==> src/rtl/exec_stage_fwd_pipe_if.sv <==
// Decode-to-execute-to-MEM bundle for exec_stage_fwd_pipe: instruction, forwarding
// network and result-side handshake. The slave view is the execute stage itself.
interface exec_stage_fwd_pipe_if #(
  parameter int WORD       = 32,
  parameter int ADDR_WIDTH = 4,
  parameter int NUM_FWD    = 2
);
  logic                          valid_i;
  logic                          ready_o;
  logic [2:0]                    op_i;
  logic                          update_flag_i;
  logic                          imm_sel_i;
  logic [ADDR_WIDTH-1:0]         reg_addr_1_i;
  logic [ADDR_WIDTH-1:0]         reg_addr_2_i;
  logic [WORD-1:0]               reg_data_1_i;
  logic [WORD-1:0]               reg_data_2_i;
  logic [WORD-1:0]               immediate_i;
  logic [ADDR_WIDTH-1:0]         reg_dest_i;
  logic [NUM_FWD-1:0]            fwd_valid_i;
  logic [NUM_FWD*ADDR_WIDTH-1:0] fwd_addr_i;
  logic [NUM_FWD*WORD-1:0]       fwd_data_i;
  logic                          valid_o;
  logic                          ready_i;
  logic [WORD-1:0]               result_o;
  logic [WORD-1:0]               store_data_o;
  logic [ADDR_WIDTH-1:0]         reg_dest_o;
  logic                          reg_write_o;
  logic [3:0]                    status_o;

  modport slave (
    input  valid_i, op_i, update_flag_i, imm_sel_i, reg_addr_1_i, reg_addr_2_i,
           reg_data_1_i, reg_data_2_i, immediate_i, reg_dest_i,
           fwd_valid_i, fwd_addr_i, fwd_data_i, ready_i,
    output ready_o, valid_o, result_o, store_data_o, reg_dest_o, reg_write_o, status_o
  );

  modport master (
    output valid_i, op_i, update_flag_i, imm_sel_i, reg_addr_1_i, reg_addr_2_i,
           reg_data_1_i, reg_data_2_i, immediate_i, reg_dest_i,
           fwd_valid_i, fwd_addr_i, fwd_data_i, ready_i,
    input  ready_o, valid_o, result_o, store_data_o, reg_dest_o, reg_write_o, status_o
  );
endinterface

==> src/rtl/exec_stage_fwd_pipe.sv <==
// Registered execute stage: priority operand forwarding, single-cycle ALU,
// multi-cycle multiplier (IDLE/BUSY/DONE) and NZCV status register.
module exec_stage_fwd_pipe #(
  parameter int WORD       = 32,
  parameter int ADDR_WIDTH = 4,
  parameter int NUM_FWD    = 2,
  parameter int MUL_CYCLES = 4
) (
  input  logic                   clk_i,
  input  logic                   rst_n_i,
  exec_stage_fwd_pipe_if.slave   bus
);
  localparam int CNT_W = $clog2(MUL_CYCLES + 1);
  localparam logic [2:0] OP_ADD = 3'd0;
  localparam logic [2:0] OP_SUB = 3'd1;
  localparam logic [2:0] OP_AND = 3'd2;
  localparam logic [2:0] OP_ORR = 3'd3;
  localparam logic [2:0] OP_EOR = 3'd4;
  localparam logic [2:0] OP_MOV = 3'd5;
  localparam logic [2:0] OP_MUL = 3'd6;
  localparam logic [2:0] OP_CMP = 3'd7;

  typedef enum logic [1:0] {
    ST_IDLE = 2'd0,
    ST_BUSY = 2'd1,
    ST_DONE = 2'd2
  } state_e;

  state_e               state_r, state_nxt_s;
  logic [CNT_W-1:0]     cnt_r, cnt_nxt_s;

  logic [WORD-1:0]      opa_s, reg2_s, opb_s;
  logic [WORD:0]        add_s, sub_s;
  logic [WORD-1:0]      alu_res_s;
  logic                 alu_c_s, alu_v_s, alu_cv_s;

  logic                 ready_s, accept_s, out_free_s, ld_alu_s, ld_mul_s, ld_en_s;
  logic [WORD-1:0]      ld_res_s, ld_store_s;
  logic [ADDR_WIDTH-1:0] ld_dest_s;
  logic                 ld_wr_s, ld_upd_s, ld_cv_s, ld_c_s, ld_v_s;

  logic [WORD-1:0]      mul_a_r, mul_b_r, mul_store_r, prod_s;
  logic [ADDR_WIDTH-1:0] mul_dest_r;
  logic                 mul_upd_r;

  logic                 valid_r, reg_write_r;
  logic [WORD-1:0]      result_r, store_data_r;
  logic [ADDR_WIDTH-1:0] reg_dest_r;
  logic [3:0]           status_r;

  // Operand selection: walk oldest to youngest so the lowest matching slot wins.
  always_comb begin
    opa_s  = bus.reg_data_1_i;
    reg2_s = bus.reg_data_2_i;
    for (int k = NUM_FWD - 1; k >= 0; k--) begin
      opa_s  = (bus.fwd_valid_i[k] &&
                (bus.fwd_addr_i[k*ADDR_WIDTH +: ADDR_WIDTH] == bus.reg_addr_1_i))
               ? bus.fwd_data_i[k*WORD +: WORD] : opa_s;
      reg2_s = (bus.fwd_valid_i[k] &&
                (bus.fwd_addr_i[k*ADDR_WIDTH +: ADDR_WIDTH] == bus.reg_addr_2_i))
               ? bus.fwd_data_i[k*WORD +: WORD] : reg2_s;
    end
    opb_s = bus.imm_sel_i ? bus.immediate_i : reg2_s;
  end

  assign add_s  = {1'b0, opa_s} + {1'b0, opb_s};
  assign sub_s  = {1'b0, opa_s} + {1'b0, ~opb_s} + {{WORD{1'b0}}, 1'b1};
  assign prod_s = mul_a_r * mul_b_r;

  // Single-cycle ALU; alu_cv_s marks ops that own the C and V flags.
  always_comb begin
    alu_res_s = {WORD{1'b0}};
    alu_c_s   = 1'b0;
    alu_v_s   = 1'b0;
    alu_cv_s  = 1'b0;
    case (bus.op_i)
      OP_ADD: begin
        alu_res_s = add_s[WORD-1:0];
        alu_c_s   = add_s[WORD];
        alu_v_s   = (opa_s[WORD-1] == opb_s[WORD-1]) && (add_s[WORD-1] != opa_s[WORD-1]);
        alu_cv_s  = 1'b1;
      end
      OP_SUB, OP_CMP: begin
        alu_res_s = sub_s[WORD-1:0];
        alu_c_s   = sub_s[WORD];
        alu_v_s   = (opa_s[WORD-1] != opb_s[WORD-1]) && (sub_s[WORD-1] != opa_s[WORD-1]);
        alu_cv_s  = 1'b1;
      end
      OP_AND:  alu_res_s = opa_s & opb_s;
      OP_ORR:  alu_res_s = opa_s | opb_s;
      OP_EOR:  alu_res_s = opa_s ^ opb_s;
      OP_MOV:  alu_res_s = opb_s;
      default: alu_res_s = {WORD{1'b0}};
    endcase
  end

  assign out_free_s = !valid_r || bus.ready_i;
  assign ready_s    = (state_r == ST_IDLE) && out_free_s;
  assign accept_s   = bus.valid_i && ready_s;
  assign ld_alu_s   = accept_s && (bus.op_i != OP_MUL);
  assign ld_mul_s   = (state_r == ST_DONE) && out_free_s;
  assign ld_en_s    = ld_alu_s || ld_mul_s;

  // Next-state logic for the multiply sequencer.
  always_comb begin
    state_nxt_s = state_r;
    cnt_nxt_s   = cnt_r;
    case (state_r)
      ST_IDLE: begin
        if (accept_s && (bus.op_i == OP_MUL)) begin
          state_nxt_s = ST_BUSY;
          cnt_nxt_s   = CNT_W'(MUL_CYCLES - 1);
        end else begin
          state_nxt_s = ST_IDLE;
        end
      end
      ST_BUSY: begin
        if (cnt_r == {CNT_W{1'b0}}) begin
          state_nxt_s = ST_DONE;
        end else begin
          cnt_nxt_s = cnt_r - CNT_W'(1'b1);
        end
      end
      ST_DONE: begin
        if (out_free_s) begin
          state_nxt_s = ST_IDLE;
        end else begin
          state_nxt_s = ST_DONE;
        end
      end
      default: begin
        state_nxt_s = ST_IDLE;
        cnt_nxt_s   = {CNT_W{1'b0}};
      end
    endcase
  end

  // Sequencer state and counter registers.
  always_ff @(posedge clk_i or negedge rst_n_i) begin
    if (!rst_n_i) begin
      state_r <= ST_IDLE;
      cnt_r   <= {CNT_W{1'b0}};
    end else begin
      state_r <= state_nxt_s;
      cnt_r   <= cnt_nxt_s;
    end
  end

  // Multiply operands and side info captured at accept.
  always_ff @(posedge clk_i or negedge rst_n_i) begin
    if (!rst_n_i) begin
      mul_a_r     <= {WORD{1'b0}};
      mul_b_r     <= {WORD{1'b0}};
      mul_store_r <= {WORD{1'b0}};
      mul_dest_r  <= {ADDR_WIDTH{1'b0}};
      mul_upd_r   <= 1'b0;
    end else if (accept_s && (bus.op_i == OP_MUL)) begin
      mul_a_r     <= opa_s;
      mul_b_r     <= opb_s;
      mul_store_r <= reg2_s;
      mul_dest_r  <= bus.reg_dest_i;
      mul_upd_r   <= bus.update_flag_i;
    end
  end

  // Load source mux: completed multiply or the instruction accepted this cycle.
  always_comb begin
    ld_res_s   = alu_res_s;
    ld_store_s = reg2_s;
    ld_dest_s  = bus.reg_dest_i;
    ld_wr_s    = (bus.op_i != OP_CMP);
    ld_upd_s   = bus.update_flag_i;
    ld_cv_s    = alu_cv_s;
    ld_c_s     = alu_c_s;
    ld_v_s     = alu_v_s;
    if (ld_mul_s) begin
      ld_res_s   = prod_s;
      ld_store_s = mul_store_r;
      ld_dest_s  = mul_dest_r;
      ld_wr_s    = 1'b1;
      ld_upd_s   = mul_upd_r;
      ld_cv_s    = 1'b0;
      ld_c_s     = 1'b0;
      ld_v_s     = 1'b0;
    end else begin
      ld_cv_s = alu_cv_s;
    end
  end

  // Output register: a load wins over retirement, so a same-edge swap keeps valid high.
  always_ff @(posedge clk_i or negedge rst_n_i) begin
    if (!rst_n_i) begin
      valid_r      <= 1'b0;
      result_r     <= {WORD{1'b0}};
      store_data_r <= {WORD{1'b0}};
      reg_dest_r   <= {ADDR_WIDTH{1'b0}};
      reg_write_r  <= 1'b0;
    end else if (ld_en_s) begin
      valid_r      <= 1'b1;
      result_r     <= ld_res_s;
      store_data_r <= ld_store_s;
      reg_dest_r   <= ld_dest_s;
      reg_write_r  <= ld_wr_s;
    end else if (valid_r && bus.ready_i) begin
      valid_r      <= 1'b0;
    end
  end

  // NZCV register, written alongside the output register load.
  always_ff @(posedge clk_i or negedge rst_n_i) begin
    if (!rst_n_i) begin
      status_r <= 4'b0000;
    end else if (ld_en_s && ld_upd_s) begin
      status_r[3] <= ld_res_s[WORD-1];
      status_r[2] <= (ld_res_s == {WORD{1'b0}});
      if (ld_cv_s) begin
        status_r[1:0] <= {ld_c_s, ld_v_s};
      end
    end
  end

  assign bus.ready_o      = ready_s;
  assign bus.valid_o      = valid_r;
  assign bus.result_o     = result_r;
  assign bus.store_data_o = store_data_r;
  assign bus.reg_dest_o   = reg_dest_r;
  assign bus.reg_write_o  = reg_write_r;
  assign bus.status_o     = status_r;
endmodule

==> src/flat_wrapper.sv <==
// flat-port wrapper written by rule: the top's interface ports become plain ports
module exec_stage_fwd_pipe_flat 
#(
  parameter int WORD       = 32,
  parameter int ADDR_WIDTH = 4,
  parameter int NUM_FWD    = 2,
  parameter int MUL_CYCLES = 4
)
  (clk_i, rst_n_i, bus_valid_i, bus_op_i, bus_update_flag_i, bus_imm_sel_i, bus_reg_addr_1_i, bus_reg_addr_2_i, bus_reg_data_1_i, bus_reg_data_2_i, bus_immediate_i, bus_reg_dest_i, bus_fwd_valid_i, bus_fwd_addr_i, bus_fwd_data_i, bus_ready_i, bus_ready_o, bus_valid_o, bus_result_o, bus_store_data_o, bus_reg_dest_o, bus_reg_write_o, bus_status_o);
  exec_stage_fwd_pipe_if #(.WORD(WORD), .ADDR_WIDTH(ADDR_WIDTH), .NUM_FWD(NUM_FWD)) bus_i ();
  input  logic clk_i;
  input  logic rst_n_i;
  input wire logic [$bits(bus_i.valid_i)-1:0] bus_valid_i;
  input wire logic [$bits(bus_i.op_i)-1:0] bus_op_i;
  input wire logic [$bits(bus_i.update_flag_i)-1:0] bus_update_flag_i;
  input wire logic [$bits(bus_i.imm_sel_i)-1:0] bus_imm_sel_i;
  input wire logic [$bits(bus_i.reg_addr_1_i)-1:0] bus_reg_addr_1_i;
  input wire logic [$bits(bus_i.reg_addr_2_i)-1:0] bus_reg_addr_2_i;
  input wire logic [$bits(bus_i.reg_data_1_i)-1:0] bus_reg_data_1_i;
  input wire logic [$bits(bus_i.reg_data_2_i)-1:0] bus_reg_data_2_i;
  input wire logic [$bits(bus_i.immediate_i)-1:0] bus_immediate_i;
  input wire logic [$bits(bus_i.reg_dest_i)-1:0] bus_reg_dest_i;
  input wire logic [$bits(bus_i.fwd_valid_i)-1:0] bus_fwd_valid_i;
  input wire logic [$bits(bus_i.fwd_addr_i)-1:0] bus_fwd_addr_i;
  input wire logic [$bits(bus_i.fwd_data_i)-1:0] bus_fwd_data_i;
  input wire logic [$bits(bus_i.ready_i)-1:0] bus_ready_i;
  output wire logic [$bits(bus_i.ready_o)-1:0] bus_ready_o;
  output wire logic [$bits(bus_i.valid_o)-1:0] bus_valid_o;
  output wire logic [$bits(bus_i.result_o)-1:0] bus_result_o;
  output wire logic [$bits(bus_i.store_data_o)-1:0] bus_store_data_o;
  output wire logic [$bits(bus_i.reg_dest_o)-1:0] bus_reg_dest_o;
  output wire logic [$bits(bus_i.reg_write_o)-1:0] bus_reg_write_o;
  output wire logic [$bits(bus_i.status_o)-1:0] bus_status_o;
  assign bus_i.valid_i = bus_valid_i;
  assign bus_i.op_i = bus_op_i;
  assign bus_i.update_flag_i = bus_update_flag_i;
  assign bus_i.imm_sel_i = bus_imm_sel_i;
  assign bus_i.reg_addr_1_i = bus_reg_addr_1_i;
  assign bus_i.reg_addr_2_i = bus_reg_addr_2_i;
  assign bus_i.reg_data_1_i = bus_reg_data_1_i;
  assign bus_i.reg_data_2_i = bus_reg_data_2_i;
  assign bus_i.immediate_i = bus_immediate_i;
  assign bus_i.reg_dest_i = bus_reg_dest_i;
  assign bus_i.fwd_valid_i = bus_fwd_valid_i;
  assign bus_i.fwd_addr_i = bus_fwd_addr_i;
  assign bus_i.fwd_data_i = bus_fwd_data_i;
  assign bus_i.ready_i = bus_ready_i;
  assign bus_ready_o = bus_i.ready_o;
  assign bus_valid_o = bus_i.valid_o;
  assign bus_result_o = bus_i.result_o;
  assign bus_store_data_o = bus_i.store_data_o;
  assign bus_reg_dest_o = bus_i.reg_dest_o;
  assign bus_reg_write_o = bus_i.reg_write_o;
  assign bus_status_o = bus_i.status_o;
  exec_stage_fwd_pipe #(.WORD(WORD), .ADDR_WIDTH(ADDR_WIDTH), .NUM_FWD(NUM_FWD), .MUL_CYCLES(MUL_CYCLES)) u_core (.clk_i(clk_i), .rst_n_i(rst_n_i), .bus(bus_i));
endmodule
==> config.mk <==
export PLATFORM = sky130hd
export DESIGN_NAME = exec_stage_fwd_pipe_flat
export DESIGN_NICKNAME = d
export VERILOG_FILES = /design/src/rtl/exec_stage_fwd_pipe_if.sv /design/src/rtl/exec_stage_fwd_pipe.sv /design/src/flat_wrapper.sv
export SDC_FILE = /design/constraint.sdc
export NUM_CORES = 2
export LEC_CHECK = 0
export ABC_CLOCK_PERIOD_IN_PS = 7000
export CAP_MARGIN = 20
export CORE_MARGIN = 1.5
export CORE_UTILIZATION = 40
export CTS_BUF_LIST = sky130_fd_sc_hd__clkbuf_4 sky130_fd_sc_hd__clkbuf_8 sky130_fd_sc_hd__clkbuf_16
export DETAILED_ROUTE_END_ITERATION = 8
export GPL_ROUTABILITY_DRIVEN = 0
export PLACE_DENSITY = 0.66
export SLEW_MARGIN = 20
export SYNTH_ARGS = -nofsm -noshare
export SYNTH_HDL_FRONTEND = slang
export SYNTH_SLANG_ARGS = --single-unit
==> constraint.sdc <==
create_clock -name clk_i -period 7 [get_ports clk_i]
set_input_delay 1.4 -clock clk_i [delete_from_list [all_inputs] [get_ports clk_i]]
set_output_delay 1.4 -clock clk_i [all_outputs]
set_load 0.02 [all_outputs]
==> qor.yml <==
status:
  status: "finished with violations"
  violations: "setup timing"
sta:
  period_minus_slack_ns: 7.447
  finalClockSkew_ns: 0.02159
  slew_headroom_pct: 43.57
  tightest_slew_ns: 0.8465
  fin_crit_sh_pct: 106.4
  setup_viol: 7
  hold_ws_ns: 0.4727
  max_freq_mhz: 134.3
  setup_ws_ns: -0.4465
  finalSetupTns_ns: -1.246
  rsz0062_at_grt: "true"
  final-hold-violation-count: 0
  finalMaxSlewViolations: 0
min_path:
  hold_path.class: "register to register"
  min_from: "u_core.bus.result_o[12]"
finish:
  nets: 5159
  final_util_pct: 51.77
  area_growth_pct: 27.71
  layout-drive-gt1-share_pct: 17.80
synth:
  synth_top_area_cell: "fa_1"
  netlist_instances: 3706
  synth_top_flop_cell: "dfrtp_1"
  synth_cell_types: 107
  synth_edf_count: 0
  ys_seq_elements: 180
  synth-seq-area-share_pct: 14.61
  synthTopCellsByCount: "nand2_1, inv_1, fa_1"
  yosysWarnings: 0
  netlist_area_sq_um: 30840
  synthArstFlopShare_pct: 100.0
  netlist.area_leader.share_pct: 26.61
  synth.avg_cell_area_sq_um: 8.322
  syn_nets: 4529
  synth_area_leaders: "fa_1, dfrtp_1, ha_1"
  yosysMostFrequentCell: "nand2_1"
floorplan:
  rows: 101
  start_util_pct: 40.54
  core-area_sq_um: 76080
  dieWidth_microns: 280.7
  design.die.area_sq_um: 78770
  io_pins: 266
  die_y_microns: 280.7
drt:
  via_per_inst: 5.401
  maxUsedRoutingLayer: "met4"
  drc_errors: 0
  wirelength_microns: 112000
  vias: 29059
  drt-pass1-iter-count: 7
  ant_nets: 0
  wl_met3_microns: 8952
  drt_iter0_markers: 2430
  wl_met2_microns: 51290
  m1WireLength_microns: 45560
  wl_per_cell_microns: 20.81
clock_network:
  cts_made_buffers: 17
  htree_levels: 4
  clockBufferDepth: 2
  root_buffer: "clkbuf_16"
  cts_tree: "done"
  path_clk_slew_ns: 0.08
  hold_buffers: 0
  clk_latency_ns: 0.50
  cts.sinks: 180
global_route:
  track_usage_pct: 28.79
  grt_max_degree: 129
  grt_pass1_vias: 29762
  overflow: 0
  grt_pass1_wl_microns: 173400
  antenna_found_initial: 1
setup_path:
  setup.worst_path.end_class: "register"
  critPathMaxFanout: 6
  worst_path_max_delay_cell: "fa_1"
  path_common_cell: "fa_1"
  cp_num_buf_inv: 5
  cp-start-kind: "register"
  r2r-start: "u_core.mul_b_r[7]"
  slowest_delay_ns: 0.62
  crit_type: "register to register"
  critical_path.startpoint: "u_core.mul_b_r[7]"
  worst_ep_required_time_ns: 7.42
  crit_arrival_ns: 7.87
  cpLargestDelayFamily: "adder cells"
flow_run:
  cap_violations: 0
placement:
  pre_cts_slack_ns: -0.5084
  place_hpwl_microns: 93420
  port_buffers: 265
[cell families (layout without fill, tap and decap cells)]
| kind of cell | Yosys count | count (layout) | synth area share [%] |
|---|---|---|---|
| flops | 180 | 180 | 14.61 |
| mux | 59 | 59 | 1.947 |
| buf+inv | 703 | 1346 | 8.755 |
| simple gates | 1261 | 1261 | 19.69 |
| compound gates | 749 | 749 | 15.90 |
| fa+ha+maj | 632 | 632 | 35.62 |
| other cells | 0 | 1 | 0 |
| xor+xnor | 122 | 122 | 3.489 |
[flip-flops by register name, summed over array words and instances, names as in the netlist]
signal and flops:
u_core.cnt_r 3, u_core.bus.reg_write_o 1, u_core.bus.store_data_o 32, u_core.bus.valid_o 1, u_core.bus.status_o 4, u_core.mul_upd_r 1, u_core.bus.reg_dest_o 4, u_core.mul_a_r 32
u_core.state_r 2, u_core.mul_store_r 32, u_core.mul_dest_r 4, u_core.mul_b_r 32, u_core.bus.result_o 32
[worst min-delay path, stage by stage (launching register included)]
cell	delay (ns)
dfrtp_1	0.35
nand2_1	0.05
nand2_1	0.05
[stage by stage]
step	cells	area, sq um
floorplan	3706	30920
global placement	5333	38250
detailed placement	5333	38250
CTS	5371	39070
global route	5379	39380
finish	5380	39390
[placed cells by master (no fill, tap or decap), types with 13 or more instances in the layout]
cell type / Yosys / routed
buf_4: 1 / 560
nand2_1: 533 / 532
inv_1: 471 / 468
fa_1: 410 / 398
and2_1: 317 / 312
clkdlybuf4s50_1: 0 / 262
o21ai_0: 233 / 226
ha_1: 222 / 212
nor2_1: 194 / 190
dfrtp_1: 180 / 166
a21oi_1: 163 / 150
xnor2_1: 87 / 83
mux2i_1: 51 / 51
nor3_1: 45 / 42
nand3_1: 41 / 38
a22oi_1: 36 / 34
xor2_1: 34 / 32
o21a_1: 31 / 30
a211oi_1: 31 / 29
a31oi_1: 31 / 27
a21o_1: 26 / 26
nor2b_1: 20 / 19
o211ai_1: 19 / 19
nand2b_1: 17 / 17
clkbuf_16: 0 / 17
and3_1: 15 / 15
nand4_1: 15 / 15
o22ai_1: 16 / 15
dfrtp_2: 0 / 14
o21bai_1: 13 / 13
[cell type report]
type / count / area, sq um
fillers: 7194 / 36690
clock inverters: 15 / 178.9
repair buffers: 838 / 7039
inverters: 476 / 1787
diodes: 1 / 2.502
clock buffers: 17 / 425.4
multi-input cells: 2823 / 24140
well taps: 1030 / 1289
flip-flops and latches: 180 / 4522
[routing by layer]
metal	vias to the layer above	GRT usage [%]
met4	0	14.82
li1	13298	-
met5	-	0
met3	248	4.639
met2	1343	46.74
met1	14170	37.01
[final timing paths]
kind / endpoint / cells after the start / slack, ns
max in group asynchronous: u_core.mul_b_r[8] / 2 / 5.01
setup reg to reg: u_core.bus.status_o[2] / 27 / -0.45
min in group asynchronous: u_core.bus.result_o[30] / 1 / 0.93
hold / removal: u_core.bus.result_o[12] / 2 / 0.47
setup / recovery: u_core.bus.status_o[2] / 27 / -0.45
hold reg to reg: u_core.bus.result_o[12] / 2 / 0.47
[repair_timing]
item | CTS | global route
resized for setup | 48 | 55
pin swaps | 22 | 41
buffers inserted | 7 | 8
setup endpoints to repair | 13 | 16
Power is not shown: default switching activity piles up to over one toggle a cycle in this logic, so the estimate is an artifact.
